==> src/rtl/lamp_pkg.sv <==
// Shared defaults and sizing helper for the debounced staircase lamp controller.
package lamp_pkg;

    localparam int LAMP_N_SW            = 3;
    localparam int LAMP_DB_CYCLES       = 4;
    localparam int LAMP_AUTO_OFF_CYCLES = 16;

    // Counter width able to hold 0..n-1, never narrower than one bit.
    function automatic int cnt_w(input int n);
        return (n <= 2) ? 1 : $clog2(n);
    endfunction

endpackage

==> src/rtl/sw_debounce.sv <==
// One switch bit: two-flop synchroniser followed by a stable-level debounce counter.
// s_db_d exposes the level S_db takes on the coming edge so the parent can see flips.
module sw_debounce
    import lamp_pkg::*;
#(
    parameter int DB_CYCLES = LAMP_DB_CYCLES
) (
    input  logic clk,
    input  logic rst,
    input  logic s_raw,
    output logic s_db,
    output logic s_db_d
);

    localparam int            CW      = cnt_w(DB_CYCLES);
    localparam logic [CW-1:0] CNT_MAX = CW'(DB_CYCLES - 1);

    logic          s1_q, s1_d;
    logic          s2_q, s2_d;
    logic          db_q, db_d;
    logic [CW-1:0] cnt_q, cnt_d;

    always_comb begin
        s1_d  = s_raw;
        s2_d  = s1_q;
        db_d  = db_q;
        cnt_d = '0;
        // Any cycle where the synchronised level matches the stable one restarts the count.
        if (s2_q != db_q) begin
            if (cnt_q == CNT_MAX) begin
                db_d = s2_q;
            end else begin
                cnt_d = cnt_q + 1'b1;
            end
        end
    end

    always_ff @(posedge clk or posedge rst) begin
        if (rst) begin
            s1_q  <= 1'b0;
            s2_q  <= 1'b0;
            db_q  <= 1'b0;
            cnt_q <= '0;
        end else begin
            s1_q  <= s1_d;
            s2_q  <= s2_d;
            db_q  <= db_d;
            cnt_q <= cnt_d;
        end
    end

    assign s_db   = db_q;
    assign s_db_d = db_d;

endmodule

==> src/rtl/lamp_ctrl_n.sv <==
// N-way staircase lamp: debounced switches, lamp toggles on an odd number of flips.
// Define LAMP_AUTO_OFF_EN to add the idle timer that forces the lamp off.
module lamp_ctrl_n
    import lamp_pkg::*;
#(
    parameter int N_SW            = LAMP_N_SW,
    parameter int DB_CYCLES       = LAMP_DB_CYCLES,
    parameter int AUTO_OFF_CYCLES = LAMP_AUTO_OFF_CYCLES
) (
    input  logic            clk,
    input  logic            rst,
    input  logic [N_SW-1:0] S,
    output logic            F,
    output logic [N_SW-1:0] S_db,
    output logic            toggle,
    output logic            auto_off
);

    if (N_SW < 1 || DB_CYCLES < 1 || AUTO_OFF_CYCLES < 2) begin : g_bad_param
        $error("lamp_ctrl_n: parameter out of range");
    end

    logic [N_SW-1:0] db_q, db_d;

    for (genvar g = 0; g < N_SW; g++) begin : g_sw
        sw_debounce #(.DB_CYCLES(DB_CYCLES)) u_db (
            .clk    (clk),
            .rst    (rst),
            .s_raw  (S[g]),
            .s_db   (db_q[g]),
            .s_db_d (db_d[g])
        );
    end

    // Pairs of simultaneous flips cancel, so only the parity of the flip vector matters.
    logic evt;
    assign evt = ^(db_d ^ db_q);

    logic f_q, f_d;
    logic toggle_q, toggle_d;

`ifdef LAMP_AUTO_OFF_EN
    localparam int            TW   = cnt_w(AUTO_OFF_CYCLES);
    localparam logic [TW-1:0] TMAX = TW'(AUTO_OFF_CYCLES - 1);

    logic [TW-1:0] timer_q, timer_d;
    logic          auto_off_q, auto_off_d;

    always_comb begin
        f_d        = f_q ^ evt;
        toggle_d   = evt;
        timer_d    = '0;
        auto_off_d = 1'b0;
        // A switch event wins over a coincident timeout.
        if (!evt && f_q) begin
            if (timer_q == TMAX) begin
                f_d        = 1'b0;
                auto_off_d = 1'b1;
            end else begin
                timer_d = timer_q + 1'b1;
            end
        end
    end

    always_ff @(posedge clk or posedge rst) begin
        if (rst) begin
            timer_q    <= '0;
            auto_off_q <= 1'b0;
        end else begin
            timer_q    <= timer_d;
            auto_off_q <= auto_off_d;
        end
    end

    assign auto_off = auto_off_q;
`else
    always_comb begin
        f_d      = f_q ^ evt;
        toggle_d = evt;
    end

    assign auto_off = 1'b0;
`endif

    always_ff @(posedge clk or posedge rst) begin
        if (rst) begin
            f_q      <= 1'b0;
            toggle_q <= 1'b0;
        end else begin
            f_q      <= f_d;
            toggle_q <= toggle_d;
        end
    end

    assign F      = f_q;
    assign S_db   = db_q;
    assign toggle = toggle_q;

endmodule

==> config.mk <==
export PLATFORM = sky130hd
export DESIGN_NAME = lamp_ctrl_n
export DESIGN_NICKNAME = d
export VERILOG_FILES = /design/src/rtl/lamp_pkg.sv /design/src/rtl/sw_debounce.sv /design/src/rtl/lamp_ctrl_n.sv
export SDC_FILE = /design/constraint.sdc
export NUM_CORES = 1
export LEC_CHECK = 0
export BUFFER_PORTS_ARGS = -buffer_cell sky130_fd_sc_hd__buf_2
export CELL_PAD_IN_SITES_DETAIL_PLACEMENT = 1
export CELL_PAD_IN_SITES_GLOBAL_PLACEMENT = 2
export CORE_MARGIN = 1.5
export CORE_UTILIZATION = 35
export CTS_CLUSTER_SIZE = 24
export DETAILED_ROUTE_END_ITERATION = 8
export GPL_TIMING_DRIVEN = 0
export PLACE_DENSITY_LB_ADDON = 0.12
export SLEW_MARGIN = 15
export SYNTH_ARGS = -nofsm -noshare
export SYNTH_HDL_FRONTEND = slang
export SYNTH_SLANG_ARGS = --single-unit
==> constraint.sdc <==
create_clock -name clk -period 1.7 [get_ports clk]
set_input_delay 0.17 -clock clk [delete_from_list [all_inputs] [get_ports clk]]
set_output_delay 0.17 -clock clk [all_outputs]
set_load 0.01 [all_outputs]
* Word-level counts from Yosys, hierarchy flattened
Cells that the tools add are included.
** Word-level totals
- Word-level logic and storage cells :: 38
- Bits in latches :: 0
- Input port bits :: 5
- Memories kept :: 0
- Memory bits (writable) :: 0
- Register bits :: 17
- Bits in read-only memories :: 0
** Cells by class
- Order comparisons :: 0
- Bitwise logic cells :: 2
- Add/subtract/negate cells :: 3
- Equality and inequality tests :: 6
- Reductions and logical operators :: 1
- Mux-type cells :: 12
- Div/mod/pow operators :: 0
- Shifts and indexed selects :: 0
- $mul :: 0
** Operators with widths (number)
- $mux 2 :: 6
- $add 2x1->2 const B :: 3
- $eq 2x2->1 const B :: 3
- $mux 1 :: 6
- $ne 1x1->1 :: 3
- $reduce_xor 3->1 :: 1
- $xor 3x3->3 :: 1
- $xor 1x1->1 :: 1

* Depth between registers and ports, before layout
Gate-level depths: netlist of run 1.
- Depth in word-level cells :: 6
- Depth in mapped cells :: 4

* Cells and area by module
A second synthesis of run 1 with hierarchy kept.
** Unflattened totals
- Cells, all modules :: 44
- Area, all modules :: 706.9 um^2
** Modules (own cells, without submodules)
- sw_debounce :: area an instance 177.7 um^2, instances 3, cells an instance 11
- lamp_ctrl_n :: area an instance 173.9 um^2, instances 1, cells an instance 11

* Worst setup path after synthesis of run 1
Ideal clock, no wire load.
- Path kind :: reg2reg
- From :: register g_sw[2].u_db.cnt_q[0]
- To :: register f_q (netlist: F)
- Cell stages (with the launch flop) :: 5
- Arrival time :: 0.990 ns
- Path slack :: 0.581 ns
- Path buffers :: 0
- Library setup time :: 0.129 ns
- Period minus slack after synthesis :: 1.119 ns
- Cells stage by stage :: dfrtp_1 -> ha_1 -> nand2_1 -> xor2_1 -> xnor2_1
** On the way
- Word-level cells in the longest chain between the ends :: 6
** Ends and longest elaborated chain
- from (decl) :: RTL line sw_debounce.sv:21 : logic [CW-1:0] cnt_q, cnt_d;
- from (signal assigned) :: RTL line sw_debounce.sv:48 : cnt_q <= cnt_d;
- $eq 2x2->1 :: RTL line sw_debounce.sv:30 : if (cnt_q == CNT_MAX) begin
- $mux 1 :: RTL line sw_debounce.sv:30
- $mux 1 :: RTL line sw_debounce.sv:29 : if (s2_q != db_q) begin
- $xor 3x3->3 :: RTL line lamp_ctrl_n.sv:37 : assign evt = ^(db_d ^ db_q);
- $reduce_xor 3->1 :: RTL line lamp_ctrl_n.sv:37
- $xor 1x1->1 :: RTL line lamp_ctrl_n.sv:78 : f_d = f_q ^ evt;
- net f_d :: RTL line lamp_ctrl_n.sv:39 : logic f_q, f_d;
- to (signal assigned) :: RTL line lamp_ctrl_n.sv:87 : f_q <= 1'b0;
- to (signal assigned) :: RTL line lamp_ctrl_n.sv:90 : f_q <= f_d;
- to (decl) :: RTL line lamp_ctrl_n.sv:39
The timed path passes the listed nets, and every way through them passes these cells.

* Worst setup path after layout of run 1
- From :: register g_sw[2].u_db.db_q
- To :: register f_q (netlist: F)
** On the way
- Word-level cells in the longest chain between the ends :: 5
- Elaborated cells on any way between the ends :: 6
- Classes of those cells :: eq/ne: 1; mux: 2; bitwise: 2; reduce/logical: 1
** Ends and longest elaborated chain
- from (decl) :: RTL line sw_debounce.sv:20 : logic db_q, db_d;
- from (signal assigned) :: RTL line sw_debounce.sv:42 : db_q <= 1'b0;
- from (signal assigned) :: RTL line sw_debounce.sv:47 : db_q <= db_d;
- $mux 1 or $ne 1x1->1 (tied branches) :: RTL line sw_debounce.sv:30, sw_debounce.sv:29
- $mux 1 :: RTL line sw_debounce.sv:29
- $xor 3x3->3 (*) :: RTL line lamp_ctrl_n.sv:37
- $reduce_xor 3->1 (*) :: RTL line lamp_ctrl_n.sv:37
- $xor 1x1->1 (*) :: RTL line lamp_ctrl_n.sv:78
- net f_d :: RTL line lamp_ctrl_n.sv:39
The timed path passes the listed nets; every way through them passes the cells marked *.

==> results of run 1 <==
[power by group through the flow]
stage	Sequential, mW	Combinational [mW]	Clock, mW
2_1_floorplan	0.605	0.278	0
3_3_place_gp	0.599	0.367	0
3_5_place_dp	0.616	0.397	0
4_1_cts	0.608	0.406	0.219
5_1_grt	0.617	0.444	0.239
6_report	0.606	0.394	0.205
[state kept, by name, summed over array words and instances, names as in the netlist]
register	count
g_sw.u_db.s_db	3
F	1
g_sw.u_db.s1_q	3
g_sw.u_db.cnt_q	6
g_sw.u_db.s2_q	3
toggle	1
[metal layers]
metal,global-route usage,wire length [um]
met4,0.0343,0
met2,0.214,577
met3,0.0471,37
met1,0.123,392
met5,0,0
[timing repair]
action	CTS	global route
hold buffers	4	0
setup buffers	0	0
hold endpoints to repair	20	0
gates resized for setup	0	0
[per-stage QoR]
step	area (um2)	instances	setup WS [ns]	hold slack (ns)	power, mW
after global placement	729	79	0.506	0.252	0.966
final	796	87	0.436	0.359	1.21
after floorplan	653	45	0.581	0.0961	0.883
after CTS	796	87	0.409	0.364	1.23
after global routing	796	87	0.296	0.377	1.30
after detailed placement	729	79	0.444	0.276	1.01
[placed cells by master (no fill, tap or decap), drive strengths merged]
master and instances:
clkbuf 4, inv 1, ha 3, and2 3, xor2 5, nand2 3
xnor2 2, nor3b 3, buf 13, dfrtp 17, conb 1, dlygate4sd3 4
mux2 3
[layout make-up]
class,instances,share of cell area
Timing Repair Buffer,13,0.107
Sequential cell,17,0.535
Multi-Input combinational cell,23,0.244
Clock buffer,4,0.0330
Tap cell,25,0.0393
Inverter,1,0.00472
Buffer,4,0.0377
[final timing paths]
path                              startpoint                end  slack [ns]  cells after the start
min                        g_sw[2].u_db.s1_q  g_sw[2].u_db.s2_q        0.36                      0
max in group asynchronous                rst  g_sw[0].u_db.s2_q        0.78                      3
max                        g_sw[2].u_db.s_db                  F        0.44                      4
max reg2reg                g_sw[2].u_db.s_db                  F        0.44                      4
min in group asynchronous                rst  g_sw[1].u_db.s2_q        0.51                      3
min reg2reg                g_sw[2].u_db.s1_q  g_sw[2].u_db.s2_q        0.36                      0
[cell families (layout without fill, tap and decap cells)]
| family | count (synthesis) | after routing |
|---|---|---|
| muxes | 3 | 3 |
| other | 1 | 1 |
| DFF | 17 | 17 |
| buffers and inverters | 5 | 22 |
| and+or+nand+nor | 9 | 9 |
| adders and majority gates | 3 | 3 |
| xor gates and xnor gates | 7 | 7 |
==> impl_metrics.yaml, run 1 <==
worst_setup_path:
  slowest_stage: "dfrtp_1"
  cpPeakStageDelay_ns: 0.42
  crit_buf_inv: 0
  path_class: "reg -> reg"
  worstPathRequired_ns: 1.86
  critical_path.top_delay_family: "XOR/XNOR gates"
  path_cells: "xor2_1 -> nand2_1 -> xor2_1 -> xnor2_1"
  cp_data_arrival_time_ns: 1.43
  cp-end-kind: "flop"
  critical_path.max_fanout: 3
  startpoint_type: "flop"
  crit_path_frequent_cell: "xor2_1"
pwr:
  ir_worst_vdd_mv: 0.721
  switching_power_uw: 367
  powerDensity_nw_per_um2: 1510
  leakagePower_nw: 0.388
  p_int_uw: 839
  pwr-share-seq: 0.503
  swShare: 0.304
  p_clk_frac: 0.170
  power_frac_comb: 0.327
synthesis:
  ys_ff_latch: 17
  async_flop_share: 1.00
  syn_area_um2: 653
  synth.most_common_cell: "dfrtp_1"
  synthAdderAreaFrac: 0.0575
  synth_edf_count: 0
  synth_xor_xnor_area_share: 0.0939
  synth_compound_area_frac: 0
  synthCells: 45
  synth.distinct_cells: 12
  muxShareOfSynthArea: 0.0517
  synth.cells.most_frequent: "dfrtp_1, xor2_1, buf_4"
  synth_top_area_share: 0.651
  synth_top_family_by_area: "XOR/XNOR gates"
  synth-simple-area-share: 0.0881
  synth_area_per_cell_um2: 14.5
  ys_warn_count: 0
  synth_area_leaders: "dfrtp_1, xor2_1, ha_1, mux2_1, buf_4"
  synth_top_area_cell: "dfrtp_1"
  seq_area_frac_synth: 0.651
  ys.flop_type: "dfrtp_1"
  syn_nets: 53
detailed_routing:
  vias: 357
  dr.pass1.iters: 2
  viasPerCell: 4.10
  postRouteWirelength_um: 1010
  routedWlPerCell_um: 11.6
  drt_iter0_drc: 1
  drc: 0
  ant_nets: 0
cells_and_area:
  seqCellArea_um2: 425
  antennaDiodeCount: 0
  fillers: 189
  area_delta_synth_final_pct: 21.8
  nets: 71
  multi_input_area_um2: 194
  drive_gt1_frac: 0.274
  post-route-util: 0.456
die:
  coreArea_um2: 1750
  die-area_um2: 2130
  die_w_um: 46.2
  row_count: 15
  fp.dieH_um: 46.2
  io_pins: 11
  start_util: 0.374
clock_network:
  cts_htree_levels: 1
  cts_sinks: 17
  clkLatencyLatePin_ns: 0.28
  cts_tree: "built"
  root_buffer: "clkbuf_4"
  path_clk_slew_ns: 0.09
  cts_buffer_depth: 2
  cts_buffers: 3
timing:
  hold_viol: 0
  min_period_ns: 1.26
  slew_violations: 0
  max_clock_freq_mhz: 791
  worst_pin_slew_ns: 0.631
  timing.final.crit_share: 0.744
  setup_viol: 0
  tns_ns: 0
  rsz0062_at_grt: "false"
  slew_headroom: 0.579
  fin_skew_ns: 0.00335
outcome:
  status: "completed"
place:
  io_buffer_count: 9
  gp_congestion: 0.700
  hpwlAfterDp_um: 762
global_routing:
  grt.total_usage: 0.118
  grt_pass1_vias: 399
  antenna_found_initial: 0
  gr-total-overflow: 0
  grt_start_max_net_pins: 18
  grt_pass1_wl_um: 1700
hold_path:
  hp-class: "reg -> reg"
run:
  cap_violations: 0
No activity file was read; power rests on OpenSTA's default activity.
==> inputs of run 2 (changes only) <==
==> constraint.sdc (replaced) <==
create_clock -name clk -period 1.23 [get_ports clk]
set_input_delay 0.123 -clock clk [delete_from_list [all_inputs] [get_ports clk]]
set_output_delay 0.123 -clock clk [all_outputs]
set_load 0.01 [all_outputs]
==> run 2 against run 1 <==
Compared with the run above: register-to-register slack lost 0.35 ns; combinational power rose by 49%; non-clock buffer count did not move; design area is 5.7% higher; final cell count stayed put; global-route usage fell by 0.053 points; worst setup slack got worse by 0.35 ns; routed wire length up 1.4%; clock power increased by 38%; via count down 0.56%; maximum frequency grew 10%; core utilization grew 2.6 points; critical path type unchanged.
==> impl_metrics.yaml, run 2 (synthesis gave the netlist of run 1 again) <==
place:
  io_buffer_count: 9
  hpwlAfterDp_um: 762
  gp_congestion: 0.700
  pre_cts_ws_ns: -0.0258
  postPlaceCellArea_um2: 729
timing:
  slew_headroom: 0.578
  hold_viol: 0
  rsz0062_at_grt: "true"
  setup_viol: 0
  worst_pin_slew_ns: 0.632
  max_clock_freq_mhz: 873
  timing.final.crit_share: 0.931
  min_period_ns: 1.15
  hold_ws_ns: 0.359
  timing.final.ws_setup_ns: 0.0847
  fin_skew_ns: 0.00471
  slew_violations: 0
cells_and_area:
  drive_gt1_frac: 0.403
  layout_commonest_cell: "dfrtp_1"
  largest_reg_flops: 6
  antennaDiodeCount: 0
  final_area_um2: 841
  top_register: "g_sw.u_db.cnt_q"
  area_delta_synth_final_pct: 28.7
  nets: 71
  final_cell_mix: "dfrtp_1, buf_2, xor2_2"
run:
  cap_violations: 0
global_routing:
  grt_pass1_vias: 398
  antenna_found_initial: 0
  grt_pass1_wl_um: 1690
  grt_use_met2: 0.214
  gr-total-overflow: 0
  grt_start_max_net_pins: 18
  grt.total_usage: 0.117
  grt_use_met1: 0.121
  top_usage_layer: "met2"
  use_met3: 0.0471
pwr:
  pwr-share-seq: 0.499
  power_frac_comb: 0.338
  leakagePower_nw: 0.395
  ir_worst_vdd_mv: 1.02
  swShare: 0.315
  p_clk_frac: 0.163
  p_int_mw: 1.19
  switching_power_uw: 545
  powerDensity_nw_per_um2: 2060
detailed_routing:
  drt_iter0_drc: 0
  viasPerCell: 4.08
  postRouteWirelength_um: 1020
  routedWlPerCell_um: 11.7
  vias: 355
  drc: 0
  dr.pass1.iters: 1
  ant_nets: 0
worst_setup_path:
  path_class: "reg -> reg"
  startpoint_type: "flop"
  worstPathRequired_ns: 1.40
  cp-end-kind: "flop"
  critical_path.max_fanout: 3
  cp_data_arrival_time_ns: 1.31
clock_network:
  path_clk_slew_ns: 0.09
  clkLatencyLatePin_ns: 0.28
  cts_setup_buffers: 0
  cts_buffer_depth: 2
  cts_buffers: 3
  cts_htree_levels: 1
  cts_sinks: 17
  root_buffer: "clkbuf_4"
  cts_tree: "built"
die:
  die_w_um: 46.2
  coreArea_um2: 1750
  start_util: 0.374
  fp.dieH_um: 46.2
  die-area_um2: 2130
  io_pins: 11
  row_count: 15
outcome:
  status: "completed"
hold_path:
  hp-class: "reg -> reg"
run 2: repair_timing:
item,CTS,global route
hold buffers,4,0
resized for setup,2,6
cloned,0,0
pin swaps,0,4
endpoints found under the hold margin,20,0
endpoints found under the setup margin,2,2
run 2: worst paths after layout:
path	startpoint	to	slack, ns	cells past startpoint
min in group asynchronous	rst	g_sw[1].u_db.s2_q	0.47	3
worst min-delay path	g_sw[2].u_db.s1_q	g_sw[2].u_db.s2_q	0.36	0
worst max-delay path	g_sw[0].u_db.s2_q	toggle	0.08	4
worst min register to register	g_sw[2].u_db.s1_q	g_sw[2].u_db.s2_q	0.36	0
max in group asynchronous	rst	g_sw[0].u_db.s1_q	0.35	3
worst max register to register	g_sw[0].u_db.s2_q	toggle	0.08	4
run 2: worst max-delay path, cell delays in order, from the launching register on:
cell,delay (ns)
dfrtp_1,0.41
xor2_2,0.19
nand2_1,0.11
xor2_2,0.20
xnor2_1,0.12
run 2: power groups by stage:
stage | Sequential, mW | Combinational [mW] | Clock, mW
finish | 0.864 | 0.586 | 0.282
global route | 0.881 | 0.658 | 0.330
CTS | 0.848 | 0.573 | 0.302
detailed placement | 0.851 | 0.549 | 0
global placement | 0.828 | 0.507 | 0
floorplan | 0.836 | 0.384 | 0
run 2: final cells by class:
cell class | count | area (um2)
multi-input cells | 23 | 239
clock buffers | 4 | 26.3
flip-flops and latches | 17 | 425
well taps | 25 | 31.3
inverters | 1 | 3.75
fillers | 183 | 905
plain buffers | 4 | 30.0
repair buffers | 13 | 85.1
run 2: per-stage QoR:
stage	utilization	TNS (ns)	power (mW)	instances
floorplan	-	0	1.22	45
detailed placement	0.418	-0.0425	1.40	79
CTS	0.465	0	1.72	87
finish	0.482	0	1.73	87
global route	0.482	-0.00275	1.87	87
global placement	0.418	0	1.34	79
run 2: metal layers:
| layer | share of wire | wire [um] |
|---|---|---|
| met4 | 0 | 0 |
| met2 | 0.59 | 606 |
| met1 | 0.37 | 377 |
| met3 | 0.036 | 37 |
| met5 | 0 | 0 |
==> inputs of run 3 (changes only) <==
--- a/config.mk
+++ b/config.mk
@@ -5,13 +5,13 @@
 export SDC_FILE = /design/constraint.sdc
 export NUM_CORES = 1
 export LEC_CHECK = 0
-export BUFFER_PORTS_ARGS = -buffer_cell sky130_fd_sc_hd__buf_2
 export CELL_PAD_IN_SITES_DETAIL_PLACEMENT = 1
 export CELL_PAD_IN_SITES_GLOBAL_PLACEMENT = 2
 export CORE_MARGIN = 1.5
 export CORE_UTILIZATION = 35
 export CTS_CLUSTER_SIZE = 24
 export DETAILED_ROUTE_END_ITERATION = 8
+export DONT_BUFFER_PORTS = 1
 export GPL_TIMING_DRIVEN = 0
 export PLACE_DENSITY_LB_ADDON = 0.12
 export SLEW_MARGIN = 15
==> constraint.sdc (replaced) <==
create_clock -name clk -period 0.92 [get_ports clk]
set_input_delay 0.092 -clock clk [delete_from_list [all_inputs] [get_ports clk]]
set_output_delay 0.092 -clock clk [all_outputs]
set_load 0.01 [all_outputs]
==> run 3 against run 2 <==
Compared with the run above: total power up 65%; clock power up 41%; first-iteration DRC count unchanged; die area unchanged; clock skew down 0.00073 ns; sequential power up 40%; clock-buffer cell count down 1; non-clock buffer count up 2; via count up 4.8%; worst setup slack worse by 0.31 ns; the run now ends with setup timing left; worst hold slack worse by 0.047 ns.
==> impl_metrics.yaml, run 3 (synthesis gave the netlist of run 1 again) <==
timing:
  worst_pin_slew_ns: 0.624
  min_period_ns: 1.15
  rsz0062_at_grt: "true"
  tns_ns: -1.38
  setup_viol: 13
  timing.final.ws_setup_ns: -0.225
  slew_violations: 0
  fin_skew_ns: 0.00398
  hold_viol: 0
  slew_headroom: 0.584
  max_clock_freq_mhz: 873
  timing.final.crit_share: 1.24
clock_network:
  clkLatencyLatePin_ns: 0.28
  path_clk_slew_ns: 0.10
  cts_buffer_depth: 2
  cts_sinks: 17
  cts_buffers: 3
  root_buffer: "clkbuf_4"
  cts_tree: "built"
  cts_htree_levels: 1
die:
  coreArea_um2: 1750
  io_pins: 11
  die_w_um: 46.2
  start_util: 0.374
  fp.dieH_um: 46.2
  row_count: 15
  die-area_um2: 2130
pwr:
  ir_worst_vdd_mv: 1.30
  leakagePower_nw: 0.433
  powerDensity_nw_per_um2: 2970
  total_power_mw: 2.86
cells_and_area:
  top_register: "g_sw.u_db.cnt_q"
  final_cell_mix: "dfrtp_1, buf_4, buf_6"
  largest_reg_flops: 6
  post-route-util: 0.551
  layout_commonest_cell: "dfrtp_1"
  area_delta_synth_final_pct: 47.1
  drive_gt1_frac: 0.547
  antennaDiodeCount: 0
  nets: 73
worst_setup_path:
  path_class: "reg -> reg"
  cp-end-kind: "flop"
  cp_data_arrival_time_ns: 1.32
  ff2ff_path_depth: 4
  r2r-end: "F"
  startpoint_type: "flop"
  r2r_start: "g_sw[2].u_db.s2_q"
  reg2reg_slack_ns: -0.23
  critical_path.max_fanout: 2
  crit_path_frequent_cell: "xor2_2"
  critical_path.top_delay_family: "XOR/XNOR gates"
  worstPathRequired_ns: 1.10
  slowest_stage: "dfrtp_1"
  cpPeakStageDelay_ns: 0.42
  path_cells: "xor2_2 -> nand2_1 -> xor2_2 -> xnor2_1"
  crit_buf_inv: 0
detailed_routing:
  dr.pass1.iters: 1
  vias: 372
  ant_nets: 0
  drc: 0
  routedWlPerCell_um: 12.2
  postRouteWirelength_um: 1080
  viasPerCell: 4.18
  drt_iter0_drc: 0
run:
  cap_violations: 0
place:
  io_buffer_count: 0
  hpwlAfterDp_um: 668
  gp_congestion: 0.681
global_routing:
  grt_pass1_vias: 420
  grt_start_max_net_pins: 18
  grt.total_usage: 0.130
  gr-total-overflow: 0
  grt_pass1_wl_um: 1820
  antenna_found_initial: 0
outcome:
  status: "complete, but fails checks"
  violations: "setup timing"
hold_path:
  hp-class: "in -> async"
[run 3: cell types whose count changed in the layout (fill, tap and decap cells not counted), sizes merged]
cell,previous run,this run
buf,13,15
clkinv,0,1
clkbuf,4,3
[run 3: layer usage]
metal	global-route usage	vias to the layer above	wire (um)	share of wire
met4	0.0686	0	8	0.0074
met1	0.130	191	435	0.40
met2	0.231	8	600	0.55
met3	0.0471	2	39	0.036
li1	-	171	-	-
met5	0	-	0	0
[run 3: area by class of cell]
cell class,count,area (um2)
Timing Repair Buffer,15,138
Sequential cell,17,425
Inverter,1,3.75
Multi-Input combinational cell,23,294
Fill cell,183,785
Buffer,4,41.3
Clock buffer,3,22.5
Clock inverter,1,5.00
Tap cell,25,31.3
[run 3: timing repair]
item,4_1_cts,5_1_grt
setup endpoints to repair,10,13
hold buffers,4,0
endpoints found under the hold margin,20,0
gates resized for setup,12,9
buffers inserted,8,5
gates cloned,0,0
pin swaps,11,9
[run 3: where the power goes]
part / internal [mW] / total [mW] / leakage, nW / switching (mW)
sequential: 0.975 / 1.21 / 0.208 / 0.234
clock: 0.161 / 0.397 / 0.0177 / 0.236
combinational: 0.841 / 1.25 / 0.207 / 0.409
total: 1.98 / 2.86 / 0.433 / 0.879
[run 3: worst max path at each step]
stage,slack (ns),to,start,cells past startpoint
final,-0.23,F,g_sw[2].u_db.s2_q,4
after global placement,-0.23,F,g_sw[0].u_db.s_db,4
after detailed placement,-0.28,F,g_sw[0].u_db.s_db,4
after floorplan,-0.17,F,g_sw[2].u_db.s2_q,4
after global routing,-0.28,F,g_sw[2].u_db.s2_q,4
after CTS,-0.22,toggle,g_sw[0].u_db.s2_q,4
[run 3: metrics by stage]
| stage | area [um2] | hold WS, ns | instances | setup WS (ns) |
|---|---|---|---|---|
| finish | 961 | 0.311 | 89 | -0.225 |
| global route | 961 | 0.347 | 89 | -0.277 |
| CTS | 895 | 0.339 | 86 | -0.215 |
| detailed placement | 703 | 0.0995 | 70 | -0.276 |
| global placement | 703 | 0.0712 | 70 | -0.230 |
| floorplan | 672 | 0.0181 | 45 | -0.167 |
